File: config.mk
export PLATFORM = sky130hd
export DESIGN_NAME = draw_sequencer
export DESIGN_NICKNAME = d
export VERILOG_FILES = /design/src/rtl/draw_sequencer.sv
export SDC_FILE = /design/constraint.sdc
export NUM_CORES = 1
export LEC_CHECK = 0
export BUFFER_PORTS_ARGS = -buffer_cell sky130_fd_sc_hd__clkbuf_2
export CAP_MARGIN = 20
export CORE_MARGIN = 4
export CORE_UTILIZATION = 50
export DETAILED_ROUTE_END_ITERATION = 8
export PLACE_DENSITY = 0.75
export SLEW_MARGIN = 25
export SYNTH_ARGS = -nofsm -noshare
export SYNTH_HDL_FRONTEND = slang
export SYNTH_SLANG_ARGS = --single-unit
File: constraint.sdc
create_clock -name clk -period 2.2 [get_ports clk]
set_clock_uncertainty 0.15 [all_clocks]
set_input_delay 0.44 -clock clk [delete_from_list [all_inputs] [get_ports clk]]
set_output_delay 0.44 -clock clk [all_outputs]
set_load 0.01 [all_outputs]
File: src/rtl/draw_sequencer.sv
// Pong display sequencer: clears the screen, draws the centre line, then
// paces erase/update/redraw passes to the frame tick and drives the plot strobe.
module draw_sequencer #(
    parameter int SCREEN_W  = 160,
    parameter int SCREEN_H  = 120,
    parameter int MID_X     = 80,
    parameter int FRAME_DIV = 833333
) (
    input  logic       clk,
    input  logic       resetn,
    output logic [2:0] state,
    output logic [7:0] init_x,
    output logic [6:0] init_y,
    output logic [7:0] ui_x,
    output logic [6:0] ui_y,
    output logic       ball_go,
    input  logic       ball_busy,
    output logic       pad_go,
    input  logic       pad_busy,
    output logic       update,
    output logic       plot,
    output logic       frame_overrun
);

    localparam int FW = (FRAME_DIV > 1) ? $clog2(FRAME_DIV) : 1;

    typedef enum logic [2:0] {
        S_INIT  = 3'd0,
        S_UI    = 3'd1,
        S_DBALL = 3'd2,
        S_EBALL = 3'd3,
        S_DPAD  = 3'd4,
        S_EPAD  = 3'd5,
        S_WAIT  = 3'd6,
        S_UPD   = 3'd7
    } state_e;

    state_e        state_q, state_d;
    logic [7:0]    init_x_q, init_x_d;
    logic [6:0]    init_y_q, init_y_d;
    logic [6:0]    ui_y_q, ui_y_d;
    logic          seen_q, seen_d;
    logic          plot_q, plot_d;
    logic          pend_q, pend_d;
    logic          ovr_q, ovr_d;
    logic [FW-1:0] fcnt_q, fcnt_d;
    logic          tick, pend_clr;
    logic          gen_ball, gen_busy;
    state_e        gen_next;

    // A tick setting pending wins over the WAIT_FRAME clear.
    assign tick   = (fcnt_q == FW'(FRAME_DIV - 1));
    assign fcnt_d = tick ? '0 : fcnt_q + FW'(1);
    assign pend_d = tick | (pend_q & ~pend_clr);
    assign ovr_d  = ovr_q | (tick & pend_q);

    always_comb begin
        gen_ball = (state_q == S_DBALL) || (state_q == S_EBALL);
        gen_busy = gen_ball ? ball_busy : pad_busy;
        case (state_q)
            S_EBALL: gen_next = S_EPAD;
            S_EPAD:  gen_next = S_UPD;
            S_DPAD:  gen_next = S_DBALL;
            default: gen_next = S_WAIT;
        endcase
    end

    always_comb begin
        state_d  = state_q;
        init_x_d = init_x_q;
        init_y_d = init_y_q;
        ui_y_d   = ui_y_q;
        seen_d   = 1'b0;
        plot_d   = 1'b0;
        pend_clr = 1'b0;
        ball_go  = 1'b0;
        pad_go   = 1'b0;
        update   = 1'b0;
        case (state_q)
            S_INIT: begin
                plot_d = 1'b1;
                ui_y_d = '0;
                if (init_x_q == 8'(SCREEN_W - 1)) begin
                    init_x_d = '0;
                    if (init_y_q == 7'(SCREEN_H - 1)) begin
                        init_y_d = '0;
                        state_d  = S_UI;
                    end else begin
                        init_y_d = init_y_q + 7'd1;
                    end
                end else begin
                    init_x_d = init_x_q + 8'd1;
                end
            end
            S_UI: begin
                plot_d = 1'b1;
                if (ui_y_q == 7'(SCREEN_H - 1)) begin
                    ui_y_d  = '0;
                    state_d = S_WAIT;
                end else begin
                    ui_y_d = ui_y_q + 7'd1;
                end
            end
            S_WAIT: begin
                if (pend_q) begin
                    pend_clr = 1'b1;
                    state_d  = S_EBALL;
                end
            end
            S_UPD: begin
                update  = 1'b1;
                state_d = S_DPAD;
            end
            default: begin
                // seen_q low marks the entry (go) cycle of a generator state
                ball_go = gen_ball & ~seen_q;
                pad_go  = ~gen_ball & ~seen_q;
                plot_d  = seen_q & gen_busy;
                seen_d  = 1'b1;
                if (seen_q && !gen_busy) begin
                    seen_d  = 1'b0;
                    state_d = gen_next;
                end
            end
        endcase
    end

    always_ff @(posedge clk or negedge resetn) begin
        if (!resetn) begin
            state_q  <= S_INIT;
            init_x_q <= '0;
            init_y_q <= '0;
            ui_y_q   <= '0;
            seen_q   <= 1'b0;
            plot_q   <= 1'b0;
            pend_q   <= 1'b0;
            ovr_q    <= 1'b0;
            fcnt_q   <= '0;
        end else begin
            state_q  <= state_d;
            init_x_q <= init_x_d;
            init_y_q <= init_y_d;
            ui_y_q   <= ui_y_d;
            seen_q   <= seen_d;
            plot_q   <= plot_d;
            pend_q   <= pend_d;
            ovr_q    <= ovr_d;
            fcnt_q   <= fcnt_d;
        end
    end

    assign state         = state_q;
    assign init_x        = init_x_q;
    assign init_y        = init_y_q;
    assign ui_x          = 8'(MID_X);
    assign ui_y          = ui_y_q;
    assign plot          = plot_q;
    assign frame_overrun = ovr_q;

endmodule

; ---- After elaboration in Yosys (flattened, before gate mapping)
; Cells that the tools add are included.
[totals]
register_bits = 49
elab_cells = 70
[classes]
addsub = 4
n_eq_ne = 15
mux = 21
bitwise_logic = 10
n_reduce_logical = 11
[ops]
columns = cell, n
row1 = adder 20 x 1 -> 20 bit (second input constant), 1
row2 = == test 20 bit (second input constant), 1
row3 = 2-to-1 mux 20 bit, 1
row4 = 2-to-1 mux 3 bit, 5
row5 = adder 7 x 1 -> 7 bit (second input constant), 2
row6 = == test 7 bit (second input constant), 2
row7 = 2-to-1 mux 7 bit, 2
row8 = one-hot mux 7 bit (2 select lines), 1
row9 = == test 3 bit (second input constant), 4
row10 = one-hot mux 3 bit (4 select lines), 1
row11 = one-hot mux 3 bit (3 select lines), 1
row12 = adder 8 x 1 -> 8 bit (second input constant), 1
row13 = == test 8 bit (second input constant), 1
row14 = 2-to-1 mux 1 bit, 8
row15 = 2-to-1 mux 8 bit, 1
row16 = inequality test 2 bit (second input constant), 4
row17 = == test 3 x 2 -> 1 bit (second input constant), 2
row18 = AND 1 bit, 5
row19 = AND reduction 5 bit, 1
row20 = nonzero test 5 bit, 1
row21 = OR reduction 2 bit, 2
row22 = OR reduction 4 bit, 1
row23 = == test 3 x 1 -> 1 bit (second input constant), 1
row24 = logical NOT 3 bit, 1
row25 = 8 further kinds, 11

; ---- Logic depth before layout (Yosys ltp)
; Gate-level depths: netlist (run 1).
[logic_depth]
word_depth = 7
ltp_mapped = 7
mapped_depth_nobuf = 6

; ---- Worst setup path before layout (run 1)
; No wires, ideal clock.
[synth_timing]
path_kind = flip-flop to flip-flop
start = register state_q[0] (netlist: state[0])
end = register init_y_q[5] (netlist: init_y[5])
setup_ps = 122
arrival_ps = 2018
required_time_ps = 1928
slack_ps = -89
path_stages_with_launch = 7
path_buffers = 2
period_less_slack_ps = 2289
cell_sequence = dfrtp_1 > or3_1 > buf_6 > or4_1 > buf_2 > a211o_1 > a32o_1
[synth_between]
elab_chain_cells = 2
[synth_rtl]
columns = item, line_no
row1 = from (decl), 38  ; state_e state_q, state_d;
row2 = from (signal assigned), 140  ; state_q <= state_d;
row3 = logical NOT 3 bit, 79  ; case (state_q)
row4 = AND reduction 2 bit (no source line), n/a
row5 = to (signal assigned), 142  ; init_y_q <= init_y_d;
row6 = to (decl), 40  ; logic [6:0] init_y_q, init_y_d;
; Every way passes these cells.
; A chain may end at the register's enable or synchronous reset.

; ---- Worst setup path in the final report (run 1)
[layout_timing]
start = register fcnt_q[16]
end = register ovr_q (netlist: frame_overrun)
[layout_between]
elab_chain_cells = 3
[layout_rtl]
columns = item, line_no
row1 = from (decl), 46  ; logic [FW-1:0] fcnt_q, fcnt_d;
row2 = from (signal assigned), 148  ; fcnt_q <= fcnt_d;
row3 = == test 20 bit, 52  ; assign tick = (fcnt_q == FW'(FRAME_DIV - 1));
row4 = AND 1 bit, 55  ; assign ovr_d = ovr_q | (tick & pend_q);
row5 = OR 1 bit, 55
row6 = named net ovr_d, 45  ; logic ovr_q, ovr_d;
row7 = to (signal assigned), 147  ; ovr_q <= ovr_d;
row8 = to (decl), 45
; The timed path passes the listed nets, and every way through them passes these cells.

==> summary.txt, run 1 <==
fillers = 410
total grt overflow = 0
# DRC = 0
cell count after synthesis = 258
DP HPWL = 3.68 mm
critical path required time = 2290 ps
Core ar. = 4790 sq um
TritonCTS clock tree = built
Detailed Routing Iterations Pass 1 = 4
post-CTS repair timing setup buffer count = 0
Nets = 317
gpl congestion = 0.857
pre-CTS setup slack = 89.9 ps
DRT iter0 DRCs = 75
crit-path max FO = 15
Setup Viol. Count Final = 0
Final Critical Period = 2070 ps
worst r2r path cells = 5
port bufs = 33
CP endpoint kind = flop
via count = 1977
Clock Pin Slew Worst Setup and Hold Paths = 90 ps
#FFs+latches synth = 49
worst setup margin = 129 ps
RR Endpoint = frame_overrun
WHS Path Cells = 3
Die X-Extent = 78.9 microns
GRT Overall Usage = 18.0%
number of vias per cell = 5.26
I/O pins = 42
DR WL/cell = 13.1 microns
diodes inserted = 0
worst slew pin tran = 526 ps
CP peak stage delay = 510 ps
Post-synth EDFFs = 0
Seq/Total Area, Yosys = 48.8%
register-to-register setup slack = 130 ps
leakage power = 1.40 nW
CTS Buf Count = 5
WHS Endpoint = plot
die height = 78.9 microns
vias in the first global route = 1969
final core utilization = 61.1%
most common cell after layout, fill and taps aside = dfrtp_1
Tcrit/Tclk final = 94.1%
Initial Utilization = 52.5%
Critical R2R Launch = fcnt_q[16]
RSZ-0062 raised after global routing = false
final WL = 4.92 mm
slowest CP cell = or4b_1
Power Dens Cells = 637 nW/um^2
kind of critical path = reg -> reg
row count = 25
clk sink count = 49
Synth async-reset ratio = 100%
CP arrival = 2160 ps
most frequent cells in the layout = 48 x dfrtp_1, 33 x clkbuf_2, 31 x nand2_1, 23 x nor2_1, 17 x buf_4
Synth warnings = 0
largest net degree at the start of global routing = 23
area of the multi-input gates = 1180 sq um
syn_area_per_cell = 9.74 sq um
Fin Setup TNS = 0 ps
post-route ant nets = 0
type of the worst min-delay path = in -> reg
H-tree level count = 2
share of cells above drive strength 1 = 22.3%
global-route wire length before repair = 9.11 mm
Slew HR = 65.0%
Final Hold Violating Endpoints = 0
die area = 6220 sq um
crit start category = flop
Root Buffer = clkbuf_8
area delta synth->final = 16.4%
register area = 1230 sq um
antenna violations before repair = 0
peak supply drop = 0.364 mV
synthesized area = 2510 sq um
Final Max Tran Viols = 0
worst-skew pair later-pin latency = 300 ps
top_reg_cell synth = dfrtp_1
Max clock buf depth = 2
Max Cap Violations = 0
status = complete, no violations
f_max = 0.483 GHz
synth unique cells = 48
HP Start = ball_busy
worst path cell trace = or4b_1 > or4_1 > nor3_2 > buf_4 > a21o_1
cells by family after synthesis:
kind of cell	after synthesis	share of synthesized area (%)
AO/OA/AOI/OAI	35	9.01
XOR/XNOR	22	7.67
adder cells (fa/ha/maj)	5	2.49
buffers and inverters	25	5.33
flip-flops	49	48.8
multiplexers	7	2.99
other	2	0.299
AND/OR/NAND/NOR	113	23.4
area by class of cell:
class,count,share of cell area (%)
clock buffer,8,3.08
inverter,11,1.41
multi-input combinational,190,40.3
sequential,49,42.0
tap,67,2.87
timing repair buffer,51,10.4
routing by layer:
metal / vias up / part of all wire (%) / GRT usage, %
met5: - / 0 / 0
met4: 0 / 1.1 / 4.12
met3: 6 / 4.2 / 4.08
met2: 35 / 48 / 30.2
met1: 955 / 47 / 23.7
li1: 981 / - / -
power by group:
group / internal (mW) / leakage [nW] / total [mW] / switching (mW)
clock: 0.257 / 0.0455 / 0.546 / 0.289
combinational: 0.133 / 0.701 / 0.330 / 0.197
sequential: 0.949 / 0.656 / 0.987 / 0.0375
total: 1.34 / 1.40 / 1.86 / 0.523
state kept, by name, indices dropped and copies added (netlist names):
name           flops
fcnt_q            20
seen_q             1
plot               1
init_x             8
ui_y               7
pend_q             1
state              3
frame_overrun      1
init_y             7
Yosys cell counts (all sizes together) (3+ instances only):
cell    count  area, sq um
a21oi       8         40.0
and3        3         18.8
and4        3         26.3
buf        11         81.3
clkbuf      3         11.3
dfrtp      49         1230
ha          5         62.6
inv        11         41.3
mux2        4         45.0
mux2i       3         30.0
nand2      31          116
nand3      14         70.1
nand4       9         56.3
nor2       23         86.3
nor3        8         45.0
nor4        4         40.0
o21ai      11         55.1
or3         4         27.5
or4         3         22.5
xnor2      16          140
xor2        6         52.6
metrics by stage:
stage	total power [mW]	area (sq um)	hold slack, ps	cells
after global placement	1.33	2820	287	367
after floorplan	1.20	2540	-5.59	264
final	1.86	2920	258	376
after global routing	1.97	2920	281	376
after CTS	1.88	2920	254	376
after detailed placement	1.34	2820	290	367
worst max-delay path by stage:
stage | startpoint | end | slack, ps | cells past startpoint
2_1_floorplan | state[1] | init_y[5] | 2 | 6
3_3_place_gp | init_x[1] | init_y[5] | 150 | 5
3_5_place_dp | init_x[1] | init_y[5] | 90 | 5
4_1_cts | init_x[1] | init_y[5] | 70 | 5
5_1_grt | fcnt_q[16] | pend_q | 20 | 5
6_report | fcnt_q[16] | frame_overrun | 130 | 5
what timing repair did:
action / CTS / global route
hold endpoints to repair: 20 / 0
hold buffers: 1 / 0
gates resized for setup: 0 / 1
setup endpoints to repair: 0 / 1
worst max-delay path, delay by kind of cell (launching register included):
kind,cells,cell delay [ps]
flops,1,430
buf+inv,1,220
compound gates,1,130
simple gates,3,1080
Note: power is estimated with default switching activity, not from simulation.
==> run 2: changes to the inputs <==
- ABC_AREA: not set -> 1
- CORE_ASPECT_RATIO: not set -> 0.9
- CORE_UTILIZATION: 50 -> 52
- PLACE_DENSITY: 0.75 -> 0.77
==> run 2 against run 1 <==
  * Cell count is 26% higher
  * Design area is 9.5% higher
  * Utilization is 0.91 points lower
==> summary.txt, run 2 <==
total grt overflow = 0
I/O pins = 42
area fraction of the dominant cell type after synthesis = 42.4%
number of vias per cell = 5.03
type of the worst min-delay path = in -> async
Root Buffer = clkbuf_8
Detailed Routing Iterations Pass 1 = 4
cell area after layout = 3200 sq um
GRT Overall Usage = 18.2%
most frequent cells in the layout = 80 x nand2_1, 50 x inv_1, 49 x nor2_1, 49 x dfrtp_1, 33 x clkbuf_2
fillers = 487
top cells by count, synth = 80 x nand2_1, 50 x inv_1, 49 x dfrtp_1, 49 x nor2_1, 31 x nand3_1
syn_area_per_cell = 7.87 sq um
Seq/Total Area, Yosys = 42.4%
DRT iter0 DRCs = 134
synthesized area = 2890 sq um
final WL = 5.77 mm
die height = 78.7 microns
RSZ-0062 raised after global routing = false
H-tree level count = 2
Nets = 414
crit start category = flop
TritonCTS clock tree = built
largest reg by FF count = fcnt_q
Core ar. = 5320 sq um
f_max = 0.541 GHz
antenna violations before repair = 0
Max clock buf depth = 2
register-to-register setup slack = 570 ps
post-route ant nets = 0
share of cells above drive strength 1 = 18.5%
Fin Setup TNS = 0 ps
Power Dens Cells = 483 nW/um^2
Initial Utilization = 54.3%
Final Critical Period = 1850 ps
largest cells by area after synthesis = dfrtp_1 42%, nand2_1 10%, inv_1 6.5%
global-route wire length before repair = 10.1 mm
post-CTS sizing = 0
# DRC = 0
register area = 1230 sq um
area leader, netlist = dfrtp_1
#FFs+latches synth = 49
post-CTS repair timing setup buffer count = 0
Max Cap Violations = 0
gpl congestion = 0.927
Critical R2R Launch = ui_y[0]
diodes inserted = 0
most common cell after layout, fill and taps aside = nand2_1
Tcrit/Tclk final = 84.1%
max FFs per register = 20
via count = 2376
Final Hold Violating Endpoints = 0
area of the multi-input gates = 1400 sq um
DP HPWL = 4.51 mm
worst slew pin tran = 602 ps
vias in the first global route = 2319
crit-path max FO = 9
Setup Viol. Count Final = 0
worst-skew pair later-pin latency = 300 ps
peak supply drop = 0.251 mV
port bufs = 33
Post-synth EDFFs = 0
largest net degree at the start of global routing = 50
DR WL/cell = 12.2 microns
Synth warnings = 0
CP arrival = 1260 ps
dpl cell area = 3100 sq um
die area = 6810 sq um
Die X-Extent = 86.6 microns
clk sink count = 49
Slew HR = 59.9%
Post-CTS Hold Fix Bufs = 0
area delta synth->final = 10.8%
Clock Pin Slew Worst Setup and Hold Paths = 90 ps
Final Max Tran Viols = 0
worst r2r path cells = 7
most frequent cell after synthesis = nand2_1
critical path required time = 1610 ps
status = complete, no violations
Synth async-reset ratio = 100%
cell count after synthesis = 367
top_reg_cell synth = dfrtp_1
kind of critical path = reg -> out
CP endpoint kind = output pin
RR Endpoint = state[2]
CTS Buf Count = 5
row count = 25
synth unique cells = 32
leakage power = 1.64 nW
-- run 2: changes by cell type after synthesis, moves of 5 or more --
cell / change
xnor2_1: -11
nand2_1: +49
nand3_2: +5
xor2_1: +10
inv_1: +39
nand2_2: +7
nor2_1: +26
nand3_1: +17
nor2_4: +7
-- run 2: stage by stage --
step	setup slack [ps]	cells	total power [mW]	hold WS, ps	util (%)
2_1_floorplan	711	373	0.935	-5.59	-
3_3_place_gp	613	465	0.946	338	58.2
3_5_place_dp	578	465	0.947	343	58.2
4_1_cts	316	472	1.56	109	60.2
5_1_grt	224	472	1.60	148	60.2
6_report	350	472	1.54	81.2	60.2
-- run 2: cell type report --
cell class,instances,area share [%]
clock inverters,2,1.09
inverters,56,6.80
flip-flops and latches,49,38.3
clock buffers,5,2.15
well taps,67,2.62
repair buffers,34,5.39
multi-input cells,259,43.6
-- run 2: power by group --
| part | switching (mW) | leakage, nW | internal (mW) |
|---|---|---|---|
| logic | 0.0239 | 0.940 | 0.00342 |
| clock network | 0.286 | 0.0540 | 0.331 |
| registers | 0 | 0.651 | 0.900 |
| total | 0.310 | 1.64 | 1.23 |
-- run 2: layer usage --
metal  share of wire [%]  up-vias  global-route usage (%)
li1                    -     1203                       -
met1                  48     1127                    24.4
met2                  47       39                    30.9
met3                 3.6        7                    2.90
met4                 1.1        0                    4.05
met5                   0        -                       0
-- run 2: how the worst max path moves through the flow --
stage                         start   endpoint  cells past startpoint
after CTS                  state[1]     update                      3
final                      state[1]     update                      3
after detailed placement  init_y[1]   state[1]                      8
after global routing       state[1]     pad_go                      4
after global placement    init_y[1]   state[1]                      8
after floorplan           init_x[1]  init_y[2]                      7
-- run 2: kinds of logic after synthesis --
| family | synth area share [%] |
|---|---|
| adders and majority gates | 2.17 |
| buffers and inverters | 10.0 |
| xor gates and xnor gates | 6.93 |
| and+or+nand+nor | 33.0 |
| DFF | 42.4 |
| other | 0.260 |
| AOI/OAI and AO/OA | 5.24 |
-- run 2: critical path, cell delays in order (launching register included) --
cell	delay, ps
dfrtp_1	550
nand2_1	170
nor2_1	110
clkbuf_2	140
==> run 3: changes to the inputs <==
- ABC_AREA: 1 -> 0
- CORE_UTILIZATION: 52 -> 50
- PLACE_DENSITY: 0.77 -> 0.75
- clock period: 2.2 -> 1.7 ns (I/O delays scaled with it)
==> run 3 against run 2 <==
  * The flow now finishes with violations (setup timing)
  * Sequential cell count unchanged
  * Routed wire length increased by 14%
  * Utilization increased by 15 points
  * First-iteration DRC count decreased by 25%
==> summary.txt, run 3 (same netlist as run 1, synthesis figures left out) <==
RR Endpoint = frame_overrun
Initial Utilization = 51.6%
non-filler instance count after layout = 428
Max Cap Violations = 0
global-route wire length before repair = 10.3 mm
RSZ-0062 raised after global routing = true
Hold WS = 160 ps
CP startpoint = fcnt_q[16]
Logic pwr share = 26.4%
DRT iter0 DRCs = 100
Sw Ratio = 29.3%
gpl congestion = 0.808
most frequent cells in the layout = 55 x buf_4, 48 x dfrtp_1, 30 x clkbuf_2, 22 x nand2_1, 17 x nor2_1
Root Buffer = clkbuf_8
leakage power = 1.75 nW
Final Max Tran Viols = 0
final WL = 6.55 mm
Critical R2R Launch = fcnt_q[16]
max FFs per register = 20
# DRC = 0
type of the worst min-delay path = in -> reg
area delta synth->final = 45.1%
CP peak stage delay = 540 ps
Internal Power = 2.06 mW
slowest CP cell = or4b_4
vias in the first global route = 2254
share of cells above drive strength 1 = 44.1%
Clock Pin Slew Worst Setup and Hold Paths = 110 ps
antenna violations before repair = 0
total grt overflow = 0
diodes inserted = 0
Nets = 371
number of vias per cell = 5.29
row count = 24
Die X-Extent = 82.7 microns
peak supply drop = 0.734 mV
H-tree level count = 2
critical path required time = 1800 ps
status = finished, violations left
largest reg by FF count = fcnt_q
most common cell after layout, fill and taps aside = buf_4
GRT Overall Usage = 21.8%
CP endpoint kind = flop
worst-skew pair later-pin latency = 310 ps
worst path cell trace = or4b_4 > or4_4 > nor3_4 > buf_12 > a21o_1
NetSw = 854 uW
Worst path depth = 5
number of cells after detailed placement = 395
final core utilization = 74.9%
DR WL/cell = 15.3 microns
Detailed Routing Iterations Pass 1 = 4
Setup Viol. Count Final = 38
CTS Buf Count = 5
worst setup margin = -339 ps
sequential power share = 43.7%
Critical Path End = frame_overrun
port bufs = 33
crit start category = flop
Clk network pwr share = 29.9%
via count = 2262
TritonCTS clock tree = built
die height = 75.3 microns
post-route ant nets = 0
f_max = 0.490 GHz
largest net degree at the start of global routing = 33
worst r2r path cells = 5
I/O pins = 42
register-to-register setup slack = -340 ps
DP HPWL = 4.12 mm
Power Dens Cells = 800 nW/um^2
crit-path max FO = 11
Final Hold Violating Endpoints = 0
total power = 2.92 mW
worst path bufs/invs = 1
die area = 6220 sq um
failing checks = setup timing
Tcrit/Tclk final = 120%
Final Critical Period = 2040 ps
CP arrival = 2140 ps
fillers = 316
kind of critical path = reg -> reg
top cell family by delay on the critical path = simple AND/OR/NAND/NOR gates
clk sink count = 49
Core ar. = 4860 sq um
Fin Setup TNS = -8260 ps
Max clock buf depth = 2
## run 3: changes by cell type in the layout (fill, tap and decap cells not counted), sizes merged, moves of 10 or more
cell / delta
nand2: -59
buf: +73
xor2: -10
nor2: -34
inv: -44
xnor2: +10
nand3: -22
## run 3: layout make-up
class / count / area, sq um / area share, %
clock inverters: 3 / 47.5 / 1.30
multi-input cells: 190 / 1380 / 37.9
flip-flops and latches: 49 / 1230 / 33.7
repair buffers: 105 / 796 / 21.8
clock buffers: 5 / 68.8 / 1.89
well taps: 65 / 81.3 / 2.23
inverters: 11 / 45.0 / 1.24
## run 3: how the worst min path moves through the flow
stage / startpoint / end / depth (start not counted)
CTS: ball_busy / plot / 3
detailed placement: resetn / ui_y[4] / 1
finish: ball_busy / plot / 3
floorplan: resetn / fcnt_q[0] / 0
global placement: resetn / ui_y[5] / 1
global route: ball_busy / plot / 3
## run 3: through the flow
step / worst slack (ps) / area (sq um)
floorplan: -497 / 2580
finish: -339 / 3650
CTS: -348 / 3500
global placement: -259 / 3100
global route: -398 / 3650
detailed placement: -335 / 3100
## run 3: power by group through the flow
stage	clock [mW]	sequential (mW)	combinational (mW)
floorplan	0	1.33	0.231
global placement	0	1.28	0.470
detailed placement	0	1.29	0.489
CTS	0.884	1.27	0.680
global route	0.943	1.29	0.833
finish	0.871	1.28	0.769
## run 3: worst register-to-register path: stages (launching register included)
cell,delay (ps)
dfrtp_1,390
or4b_4,540
or4_4,450
nor3_4,190
buf_12,160
a21o_1,110
## run 3: repair_timing
action	in CTS	in global routing
endpoints found under the hold margin	17	0
gates resized for setup	36	38
setup buffers	15	13
cloned	1	0
setup endpoints to repair	38	46
pin swaps	13	23
hold buffers	1	0
## run 3: routing by layer
| layer | wire (microns) | up-vias | global-route usage [%] |
|---|---|---|---|
| met2 | 3440 | 47 | 38.1 |
| met4 | 121 | 0 | 8.17 |
| met1 | 2780 | 1109 | 27.4 |
| met5 | 0 | - | 0 |
| met3 | 207 | 13 | 3.35 |
| li1 | - | 1093 | - |
